--- src/rtl/logic_gate_pkg.sv ---
// Shared types and constants for the logic gate unit: operation codes,
// sweep FSM states and the truth-table row counter width.
package logic_gate_pkg;

  localparam int ROW_W = 2;

  typedef enum logic [2:0] {
    OP_AND  = 3'd0,
    OP_OR   = 3'd1,
    OP_NAND = 3'd2,
    OP_NOR  = 3'd3,
    OP_XOR  = 3'd4,
    OP_XNOR = 3'd5,
    OP_NOTA = 3'd6,
    OP_PASS = 3'd7
  } op_e;

  typedef enum logic {
    ST_IDLE  = 1'b0,
    ST_SWEEP = 1'b1
  } state_e;

endpackage

--- src/rtl/logic_gate_unit_gate_eval.sv ---
// Purely combinational bitwise gate evaluator, shared by the direct
// evaluation path and the truth-table sweep path.
module gate_eval
  import logic_gate_pkg::*;
#(
  parameter int WIDTH = 8
) (
  input  logic [WIDTH-1:0] a,
  input  logic [WIDTH-1:0] b,
  input  op_e              op,
  output logic [WIDTH-1:0] y
);

  // Select the bitwise function; NOT A and PASS A ignore b entirely.
  always_comb begin
    y = '0;
    case (op)
      OP_AND:  y = a & b;
      OP_OR:   y = a | b;
      OP_NAND: y = ~(a & b);
      OP_NOR:  y = ~(a | b);
      OP_XOR:  y = a ^ b;
      OP_XNOR: y = ~(a ^ b);
      OP_NOTA: y = ~a;
      OP_PASS: y = a;
      default: y = '0;
    endcase
  end

endmodule

--- src/rtl/logic_gate_unit.sv ---
// Logic gate unit: evaluates one bitwise op per request with a single
// registered output, or streams the 4-row truth table of an op when a
// sweep is requested. Valid/ready handshakes on both sides.
module logic_gate_unit
  import logic_gate_pkg::*;
#(
  parameter int WIDTH = 8
) (
  input  logic             clk,
  input  logic             rst,
  input  logic             in_valid,
  output logic             in_ready,
  input  logic [WIDTH-1:0] in_a,
  input  logic [WIDTH-1:0] in_b,
  input  logic [2:0]       in_op,
  input  logic             in_sweep,
  output logic             out_valid,
  input  logic             out_ready,
  output logic [WIDTH-1:0] out_y,
  output logic [ROW_W-1:0] out_row,
  output logic             out_last
);

  state_e           r_state, w_state_n;
  logic [ROW_W-1:0] r_row,   w_row_n;
  op_e              r_op,    w_op_n;

  logic             r_valid;
  logic [WIDTH-1:0] r_y;
  logic [ROW_W-1:0] r_out_row;
  logic             r_last;

  logic             w_accept;
  logic             w_hs;
  logic             w_load;
  logic             w_clear;
  logic [ROW_W-1:0] w_load_row;
  logic             w_load_last;
  logic [WIDTH-1:0] w_eval_a;
  logic [WIDTH-1:0] w_eval_b;
  op_e              w_eval_op;
  logic [WIDTH-1:0] w_eval_y;

  // The output register frees up either when empty or when draining this
  // cycle; new requests are refused while a sweep is streaming or in reset.
  assign in_ready  = (r_state == ST_IDLE) && (!r_valid || out_ready) && !rst;
  assign w_accept  = in_valid && in_ready;
  assign w_hs      = r_valid && out_ready;

  assign out_valid = r_valid;
  assign out_y     = r_y;
  assign out_row   = r_out_row;
  assign out_last  = r_last;

  gate_eval #(.WIDTH(WIDTH)) u_gate_eval (
    .a  (w_eval_a),
    .b  (w_eval_b),
    .op (w_eval_op),
    .y  (w_eval_y)
  );

  // Next-state logic: picks evaluator operands and decides when the output
  // register loads (new result or next row) or empties.
  always_comb begin
    w_state_n   = r_state;
    w_row_n     = r_row;
    w_op_n      = r_op;
    w_load      = 1'b0;
    w_clear     = 1'b0;
    w_load_row  = '0;
    w_load_last = 1'b0;
    w_eval_a    = in_a;
    w_eval_b    = in_b;
    w_eval_op   = op_e'(in_op);
    case (r_state)
      ST_IDLE: begin
        if (w_accept) begin
          w_load = 1'b1;
          if (in_sweep) begin
            // Row 0 is A=0, B=0 on every bit; the op is captured for later rows.
            w_eval_a    = '0;
            w_eval_b    = '0;
            w_op_n      = op_e'(in_op);
            w_row_n     = ROW_W'(1);
            w_load_last = 1'b0;
            w_state_n   = ST_SWEEP;
          end else begin
            w_load_last = 1'b1;
          end
        end else if (w_hs) begin
          w_clear = 1'b1;
        end
      end
      ST_SWEEP: begin
        // Inputs are ignored here; rows come from the counter and latched op.
        w_eval_a  = {WIDTH{r_row[1]}};
        w_eval_b  = {WIDTH{r_row[0]}};
        w_eval_op = r_op;
        if (w_hs) begin
          w_load     = 1'b1;
          w_load_row = r_row;
          w_row_n    = r_row + ROW_W'(1);
          if (r_row == ROW_W'(3)) begin
            w_load_last = 1'b1;
            w_row_n     = '0;
            w_state_n   = ST_IDLE;
          end
        end
      end
      default: w_state_n = ST_IDLE;
    endcase
  end

  // FSM state, row counter and latched sweep op.
  always_ff @(posedge clk) begin
    if (rst) begin
      r_state <= ST_IDLE;
      r_row   <= '0;
      r_op    <= OP_AND;
    end else begin
      r_state <= w_state_n;
      r_row   <= w_row_n;
      r_op    <= w_op_n;
    end
  end

  // Single output register: reloads on any load, holds while stalled.
  always_ff @(posedge clk) begin
    if (rst) begin
      r_valid   <= 1'b0;
      r_y       <= '0;
      r_out_row <= '0;
      r_last    <= 1'b0;
    end else if (w_load) begin
      r_valid   <= 1'b1;
      r_y       <= w_eval_y;
      r_out_row <= w_load_row;
      r_last    <= w_load_last;
    end else if (w_clear) begin
      r_valid   <= 1'b0;
    end
  end

endmodule

--- config.mk ---
export PLATFORM = sky130hd
export DESIGN_NAME = logic_gate_unit
export DESIGN_NICKNAME = d
export VERILOG_FILES = /design/src/rtl/logic_gate_pkg.sv /design/src/rtl/logic_gate_unit_gate_eval.sv /design/src/rtl/logic_gate_unit.sv
export SDC_FILE = /design/constraint.sdc
export NUM_CORES = 1
export LEC_CHECK = 0
export ABC_AREA = 1
export BUFFER_PORTS_ARGS = -buffer_cell sky130_fd_sc_hd__buf_2
export CAP_MARGIN = 25
export CELL_PAD_IN_SITES_DETAIL_PLACEMENT = 0
export CELL_PAD_IN_SITES_GLOBAL_PLACEMENT = 1
export CORE_MARGIN = 3
export CORE_UTILIZATION = 35
export DETAILED_ROUTE_END_ITERATION = 16
export GPL_TIMING_DRIVEN = 0
export PLACE_DENSITY_LB_ADDON = 0.1
export SLEW_MARGIN = 20
export SYNTH_ARGS = -nofsm -noshare
export SYNTH_HDL_FRONTEND = slang
export SYNTH_HIERARCHICAL = 1
export SYNTH_SLANG_ARGS = --single-unit
--- constraint.sdc ---
create_clock -name clk -period 1.8 [get_ports clk]
set_input_delay 0.09 -clock clk [delete_from_list [all_inputs] [get_ports clk]]
set_output_delay 0.09 -clock clk [all_outputs]
set_load 0.02 [all_outputs]
==> impl_metrics.tcl <==
set metrics [dict create \
    numClockSinks 18 \
    drive_gt1_share_pct 37.6 \
    synth-compound-area-share_pct 4.77 \
    cts_buffer_depth 2 \
    gp_congestion 0.780 \
    critPathBufInv 4 \
    routed_wl_um 6290 \
    yosys.area_share.simple_pct 50.1 \
    htreeDepth 1 \
    syn_area_per_cell_um2 6.09 \
    cts_tree "built" \
    slew-limit-headroom_pct 66.8 \
    grt_pass1_vias 2166 \
    violations "setup timing" \
    yosys_register_bits 18 \
    endpoint_kind "flip-flop" \
    path_delay_family "simple AND/OR/NAND/NOR gates" \
    antenna_left 0 \
    tightest_slew_ns 0.497 \
    finalPower_mw 1.42 \
    finalNonFillerCells 448 \
    grt_pass1_wl_um 10400 \
    die_w_um 80.5 \
    cts_hold_buf 0 \
    io_pins 37 \
    drtPass1Iterations 4 \
    hold_depth 2 \
    path_depth 17 \
    dp.cells 424 \
    num_rows 26 \
    hold_viol_final 0 \
    multi_input_area_um2 1470 \
    synth-xor-area-share_pct 0 \
    fin_ws_ns -0.239 \
    tns_ns -1.64 \
    ys_types 22 \
    clk_latency_ns 0.26 \
    route.vias.total 2244 \
    utilization_pct 50.0 \
    area_growth_pct 35.0 \
    nFillCells 594 \
    synth_top_family_by_area "simple AND/OR/NAND/NOR gates" \
    fin_crit_ns 2.04 \
    synth.area.mux_share_pct 0 \
    initial_utilization_pct 37.1 \
    rsz0062_at_grt "true" \
    worstRegToRegCells 17 \
    setup-violations-final 8 \
    final.setup_skew_ns 0.00312 \
    antenna_found_initial 0 \
    synthesis.nets 360 \
    drc_errors 0 \
    fin_hold_ws_ns 0.0444 \
    fin_nets 420 \
    cp_common_cell "nor2_1" \
    crit_path_max_incr_delay_ns 0.36 \
    drv_cap 0 \
    core_area_um2 5240 \
    hpwl_um 4210 \
    cts_inserted_buffers 3 \
    antenna_cells 0 \
    place_area_um2 2240 \
    vdd_drop_max_mv 0.306 \
    slew_viol_final 0 \
    cp_slowest_cell "dfxtp_4" \
    crit_chain "nand2_4 -> nand3_4 -> nor2_4 -> nor2_4 -> buf_6 -> buf_4 -> nand2_2 -> nand2_2 -> inv_2 -> ha_4 -> inv_2 -> nand4_1 -> nand2_1 -> nor2_1 -> nand3_1 -> nor2_1 -> nor2_1" \
    yosysWarnings 6 \
    fin_area_um2 2620 \
    via_per_inst 5.01 \
    seq_area_um2 368 \
    grt_max_degree 11 \
    worstPathMaxFanout 4 \
    die_h_um 80.5 \
    die_area_um2 6480 \
    ys_seq_area_share_pct 18.6 \
    routedWlPerCell_um 14.0 \
    status "finished with violations" \
    crit_arrival_ns 2.19 \
    period_share_pct 113 \
    first_iter_violations 84 \
    cts-root-buf "clkbuf_8" \
    track_usage_pct 20.6 \
    path_class "flip-flop to flip-flop" \
    gr-total-overflow 0 \
    io_buffers 35 \
    syn-cell-area_um2 1940 \
    hold_path.class "input pin to flip-flop" \
    p_per_area_nw_per_um2 541 \
    dp_slack_ns -0.451 \
    cp.required_ns 1.95 \
    setup.worst_path.start_class "flip-flop" \
    power.leakage_nw 1.39 \
    fmax_mhz 491 \
    syn_inst 319 \
    clk_pin_slew_ns 0.07 \
    synth_fa_ha_area_share_pct 11.0 \
]
## per-layer routing
layer / vias to the layer above / global-route usage (%) / routed length [um]
met5: - / 0 / 0
met4: 0 / 3.89 / 72
met3: 8 / 2.80 / 292
met2: 56 / 33.7 / 2920
met1: 1028 / 28.9 / 3010
li1: 1152 / - / -
## worst paths after layout
kind                          start                 endpoint  slack (ns)
max          out_valid$_SDFFE_PP0P_    out_y[0]$_SDFFE_PP0P_       -0.24
min                             rst  out_row[1]$_SDFFE_PP0P_        0.04
max reg2reg  out_valid$_SDFFE_PP0P_    out_y[0]$_SDFFE_PP0P_       -0.24
min reg2reg    r_op[1]$_SDFFE_PP0P_     r_op[1]$_SDFFE_PP0P_        0.46
## cell families after synthesis
group           after synthesis
fa+ha+maj                    17
flops                        18
simple gates                206
buf+inv                      60
compound gates               18
## flip-flops by register name (all words and copies together) (netlist names)
signal and cells:
r_state 1, out_y 8, out_row 2, r_row 2, out_last 1, r_op 3
out_valid 1
## synthesized netlist by cell type, drive strengths merged
master,n,area [um^2]
buf,16,134
nand4,32,200
nand2,97,372
inv,44,170
dfxtp,18,360
ha,17,213
o21a,1,7.51
nor3,1,16.3
nand3b,8,60.1
o21ai,9,45.0
nor2,46,209
a21oi,8,40.0
nand3,22,115
## layout by cell type, fill, tap and decap left out, types with 2 or more instances in the layout
cell / synthesis / layout
a21oi_1: 8 / 8
buf_2: 5 / 40
buf_4: 4 / 20
buf_6: 7 / 10
clkbuf_8: 0 / 3
dfxtp_1: 18 / 16
dfxtp_4: 0 / 2
ha_1: 17 / 8
ha_4: 0 / 8
inv_1: 42 / 23
inv_2: 1 / 20
nand2_1: 96 / 69
nand2_2: 0 / 26
nand2_4: 1 / 2
nand3_1: 21 / 21
nand3b_1: 8 / 8
nand4_1: 32 / 32
nor2_1: 41 / 40
nor2_2: 2 / 2
nor2_4: 2 / 3
o21ai_0: 9 / 9
## layout make-up
class | instances | share of cell area, %
Multi-Input combinational cell | 241 | 56.0
Inverter | 44 | 6.49
Buffer | 16 | 5.11
Timing Repair Buffer | 55 | 13.3
Tap cell | 70 | 3.34
Clock buffer | 4 | 1.72
Sequential cell | 18 | 14.0
## timing repair
action,in CTS,in global routing
resized for setup,36,17
setup buffers,16,3
setup endpoints to repair,8,8
pin swaps,28,29
cloned,1,0
## report_power, final
group | internal [mW] | switching [mW]
combinational | 0.282 | 0.400
sequential | 0.420 | 0.0141
clock | 0.158 | 0.143
Power figures use the tool's default switching activity.
